--- config.mk ---
export PLATFORM = sky130hd
export DESIGN_NAME = dmem_lsu
export DESIGN_NICKNAME = d
export VERILOG_FILES = /design/src/rtl/dmem_lsu.sv
export SDC_FILE = /design/constraint.sdc
export NUM_CORES = 1
export LEC_CHECK = 0
export CAP_MARGIN = 25
export CORE_ASPECT_RATIO = 1.75
export CORE_MARGIN = 4
export CORE_UTILIZATION = 32
export CTS_CLUSTER_SIZE = 10
export DETAILED_ROUTE_END_ITERATION = 7
export PLACE_DENSITY_LB_ADDON = 0.2
export SLEW_MARGIN = 30
export SYNTH_ARGS = -nofsm -noshare
export SYNTH_HDL_FRONTEND = slang
export SYNTH_SLANG_ARGS = --single-unit
--- constraint.sdc ---
create_clock -name clk_i -period 3.2 [get_ports clk_i]
set_clock_uncertainty 0.05 [all_clocks]
set_input_delay 0.96 -clock clk_i [delete_from_list [all_inputs] [get_ports clk_i]]
set_output_delay 0.96 -clock clk_i [all_outputs]
set_load 0.02 [all_outputs]
--- src/rtl/dmem_lsu.sv ---
// Load/store unit between the core request port and a data memory with one-cycle read latency.
// Latency: store/error respond at T+1, load at T+2; one request in flight, response held until rsp_ready_i.
module dmem_lsu #(
    parameter int DMEM_ADDRW = 14
) (
    input  logic                  clk_i,
    input  logic                  rst_i,
    input  logic                  req_valid_i,
    output logic                  req_ready_o,
    input  logic                  req_we_i,
    input  logic [31:0]           req_addr_i,
    input  logic [1:0]            req_size_i,
    input  logic                  req_unsigned_i,
    input  logic [31:0]           req_wdata_i,
    output logic                  rsp_valid_o,
    input  logic                  rsp_ready_i,
    output logic [31:0]           rsp_rdata_o,
    output logic                  rsp_err_o,
    output logic                  mem_re_o,
    output logic                  mem_we_o,
    output logic [DMEM_ADDRW-1:0] mem_addr_o,
    output logic [31:0]           mem_wdata_o,
    output logic [3:0]            mem_wstrb_o,
    input  logic [31:0]           mem_rdata_i
);
    typedef enum logic [1:0] {S_IDLE, S_WAIT, S_RESP} state_t;

    state_t      state_q, state_d;
    logic [1:0]  off_q, size_q;
    logic        uns_q;
    logic [31:0] rdata_q;
    logic        err_q;
    logic        accept, bad_shape, out_of_range, req_err;
    logic [31:0] lane, load_fmt;

    assign req_ready_o = (state_q == S_IDLE) & ~rst_i;
    assign accept      = req_valid_i & req_ready_o;
    assign rsp_valid_o = (state_q == S_RESP);
    assign rsp_rdata_o = rdata_q;
    assign rsp_err_o   = err_q;

    // Illegal size is folded into the alignment check.
    always_comb begin
        case (req_size_i)
            2'd1:    bad_shape = req_addr_i[0];
            2'd2:    bad_shape = |req_addr_i[1:0];
            2'd3:    bad_shape = 1'b1;
            default: bad_shape = 1'b0;
        endcase
    end

    assign out_of_range = (req_addr_i >> (DMEM_ADDRW + 2)) != 32'd0;
    assign req_err      = bad_shape | out_of_range;

    always_ff @(posedge clk_i) begin
        if (rst_i) state_q <= S_IDLE;
        else       state_q <= state_d;
    end

    always_comb begin
        state_d = state_q;
        case (state_q)
            S_IDLE:  if (accept) state_d = (req_we_i | req_err) ? S_RESP : S_WAIT;
            S_WAIT:  state_d = S_RESP;
            S_RESP:  if (rsp_ready_i) state_d = S_IDLE;
            default: state_d = S_IDLE;
        endcase
    end

    // Memory strobes exist only in the accept cycle, driven straight from the request.
    always_comb begin
        mem_re_o    = 1'b0;
        mem_we_o    = 1'b0;
        mem_wstrb_o = 4'b0000;
        mem_wdata_o = 32'd0;
        mem_addr_o  = '0;
        if (accept && !req_err) begin
            mem_addr_o = req_addr_i[DMEM_ADDRW+1:2];
            if (req_we_i) begin
                mem_we_o = 1'b1;
                case (req_size_i)
                    2'd0: begin
                        mem_wdata_o = {4{req_wdata_i[7:0]}};
                        mem_wstrb_o = 4'b0001 << req_addr_i[1:0];
                    end
                    2'd1: begin
                        mem_wdata_o = {2{req_wdata_i[15:0]}};
                        mem_wstrb_o = req_addr_i[1] ? 4'b1100 : 4'b0011;
                    end
                    default: begin
                        mem_wdata_o = req_wdata_i;
                        mem_wstrb_o = 4'b1111;
                    end
                endcase
            end else begin
                mem_re_o = 1'b1;
            end
        end
    end

    assign lane = mem_rdata_i >> {off_q, 3'b000};

    always_comb begin
        case (size_q)
            2'd0:    load_fmt = {{24{lane[7] & ~uns_q}}, lane[7:0]};
            2'd1:    load_fmt = {{16{lane[15] & ~uns_q}}, lane[15:0]};
            default: load_fmt = mem_rdata_i;
        endcase
    end

    always_ff @(posedge clk_i) begin
        if (rst_i) begin
            off_q   <= 2'd0;
            size_q  <= 2'd0;
            uns_q   <= 1'b0;
            rdata_q <= 32'd0;
            err_q   <= 1'b0;
        end else if (accept) begin
            off_q   <= req_addr_i[1:0];
            size_q  <= req_size_i;
            uns_q   <= req_unsigned_i;
            rdata_q <= 32'd0;
            err_q   <= req_err;
        end else if (state_q == S_WAIT) begin
            rdata_q <= load_fmt;
        end
    end
endmodule
==> results.py <==
metrics = {
    "critical_path": {
        "rrSetupSlack_ns": 1.05,
        "r2r-start": "off_q[0]",
        "crit_type": "input pin to output port",
        "path_max_fanout": 6,
        "start_kind": "input pin",
        "crit_arrival_ns": 2.56,
        "crit_path_end_kind": "output port",
        "reg2reg_to": "rsp_rdata_o[15]",
        "rr_worst_depth": 4,
        "required_ns": 2.19,
    },
    "floorplanning": {
        "die_x_um": 78.3,
        "start_util": 0.331,
        "row_count": 44,
        "core_area_um2": 8370,
        "die_y_um": 131,
        "io-pin-count": 191,
        "die_area_um2": 10300,
    },
    "clock_network": {
        "cts_tree": "built",
        "cts_max_path_buffers": 2,
        "cts_root_buf": "clkbuf_16",
        "cts_hold_buf": 0,
        "cts_max_level": 2,
        "clock_latency_ns": 0.28,
        "cts.sink_count": 40,
        "clkTransAtPathRegs_ns": 0.06,
        "cts_buffers": 5,
    },
    "grt": {
        "grt_pass1_wl_um": 19200,
        "grt_pass1_vias": 3849,
        "overflow": 0,
        "grt_use_total": 0.240,
        "grt_max_degree": 44,
        "antenna_found_initial": 0,
    },
    "synth": {
        "synth.avg_cell_area_um2": 7.63,
        "ys_warn_count": 0,
        "yosysTopAreaCell": "dfxtp_1",
        "synthCells": 363,
        "synth_fp_nets": 467,
        "syn_area_um2": 2770,
        "synthTopCellsByArea": "dfxtp_1 (29%), a21oi_1 (11%), mux2i_1 (9.4%)",
        "yosysUniqueCellTypes": 40,
        "synth_top_area_share": 0.289,
        "seq_area_frac_synth": 0.289,
        "ys_ff_latch": 40,
    },
    "layout": {
        "final_cells": 691,
        "fillCellCount": 721,
        "final_cell_area_um2": 5540,
        "area_delta_synth_final_pct": 100,
        "drive_gt1_frac": 0.344,
        "antenna_cells": 0,
        "finalCoreUtilization": 0.662,
        "layout.nets": 679,
    },
    "route": {
        "vias_per_cell": 5.21,
        "drc": 0,
        "drt_iter0_drc": 196,
        "wl_um": 12600,
        "vias": 3597,
        "routedWlPerCell_um": 18.3,
        "detail-route-antenna-nets": 0,
        "dr.pass1.iters": 4,
    },
    "status": {
        "violations": "setup timing",
        "status": "finished, violations left",
    },
    "pwr": {
        "fin_total_pwr_mw": 1.43,
        "p_leak_nw": 2.17,
        "p_per_area_nw_per_um2": 257,
        "peakVddDrop_mv": 0.205,
    },
    "timing": {
        "final.setup.tns_ns": -16.25,
        "finalCriticalPeriod_ns": 3.57,
        "hold_viol": 0,
        "worstMarginPinSlew_ns": 0.727,
        "rsz0062_at_grt": "true",
        "holdWs_ns": 0.410,
        "slew_headroom": 0.515,
        "finalCritPeriodShare": 1.12,
        "fin_ws_ns": -0.374,
        "maxSlewViolCount": 0,
        "fmax_mhz": 280,
        "setup_viol": 52,
    },
    "min_path": {
        "min_from": "rsp_rdata_o[6]",
        "min_path_cells": 2,
        "whs_endpoint": "rsp_rdata_o[6]",
        "min_path_type": "flop to flop",
    },
    "place": {
        "dpl.cell_count": 669,
        "dp_hpwl_um": 9370,
        "portBuffers": 190,
        "place_ws_ns": -1.17,
        "gp_congestion": 0.949,
        "place_area_um2": 5030,
    },
    "job": {
        "maxCapViolCount": 0,
    },
}
[layout by cell type, fill, tap and decap left out, drive strengths merged, types with 2 or more instances in the layout]
master	count
o21ai	29
a2bb2oi	7
nor3	4
nor2	32
nand3b	3
o221ai	7
nand2b	6
a21oi	59
clkdlybuf4s15	5
a22oi	7
dlygate4sd2	4
mux2i	26
clkdlybuf4s50	115
or2	8
clkbuf	6
nor2b	3
and3	8
a21o	2
inv	2
dfxtp	40
o221a	7
clkinvlp	2
and2	15
nand2	49
nor4	6
buf	111
[sequential cells by signal, indices dropped and copies added, names as in the netlist]
name,flops
size_q,2
rsp_err_o,1
state_q,2
uns_q,1
off_q,2
rsp_rdata_o,32
[routing by layer]
layer	GRT usage	routed length [um]	vias to the layer above
met5	0	0	-
met4	0.0886	301	0
met3	0.0739	1200	17
met2	0.476	7030	192
met1	0.227	4090	1661
li1	-	-	1727
[final cells by class]
cell class	count	area (um2)	area share
clock buffer	5	125	0.0226
clock inverter	3	42.5	0.00768
inverter	3	15.0	0.00271
multi-input combinational	289	2080	0.375
sequential	40	801	0.145
tap	115	144	0.0260
timing repair buffer	236	2330	0.421
[power breakdown]
part           internal [mW]  switching (mW)
Clock                  0.366           0.206
Sequential             0.503         0.00746
Combinational          0.187           0.157
[cell usage after synthesis (all sizes together)]
master   instances
inv              3
mux2i           26
o211ai           1
buf              9
a21oi           59
a2bb2oi          7
nor4b            1
a221oi           1
nor2b            3
o221ai           7
and2            15
a21o             2
a211oi           1
or2              8
nand3b           3
o21bai           1
nand4b           1
nand2b           6
dfxtp           40
o31ai            1
o221a            7
nor4             6
or4b             1
nand4            1
mux4             1
nand2           49
nor2            32
nor3             4
a22oi            7
clkbuf          22
a31oi            1
and3             8
o21ai           29
[timing repair]
action	4_1_cts	5_1_grt
gates cloned	5	0
pin swaps	9	8
endpoints found under the setup margin	53	52
setup buffers	10	5
resized for setup	410	28
[logic make-up (layout without fill, tap and decap cells)]
family,Yosys count,count (layout),share of synthesized area
buffers and inverters,34,247,0.0560
muxes,27,27,0.102
AOI/OAI and AO/OA,124,124,0.272
DFF,40,40,0.289
and+or+nand+nor,138,138,0.280
[worst max-delay path, stage by stage]
cell and delay (ns):
buf_6 0.09, nor4_4 0.28, nand4_2 0.14, or4b_4 0.54
buf_12 0.16, buf_16 0.14, a21oi_4 0.11, buf_6 0.13
[how the worst max path moves through the flow]
stage | from | endpoint | slack (ns) | cells past startpoint
after floorplan | req_addr_i[16] | mem_wdata_o[22] | -0.18 | 6
after global placement | req_addr_i[16] | mem_wdata_o[25] | -1.15 | 7
after detailed placement | req_addr_i[16] | mem_wdata_o[25] | -1.17 | 7
after CTS | req_addr_i[26] | mem_wstrb_o[1] | -0.56 | 9
after global routing | req_addr_i[28] | mem_wdata_o[1] | -0.44 | 10
final | req_addr_i[28] | mem_wdata_o[11] | -0.37 | 8
(Power assumes the default switching activity.)
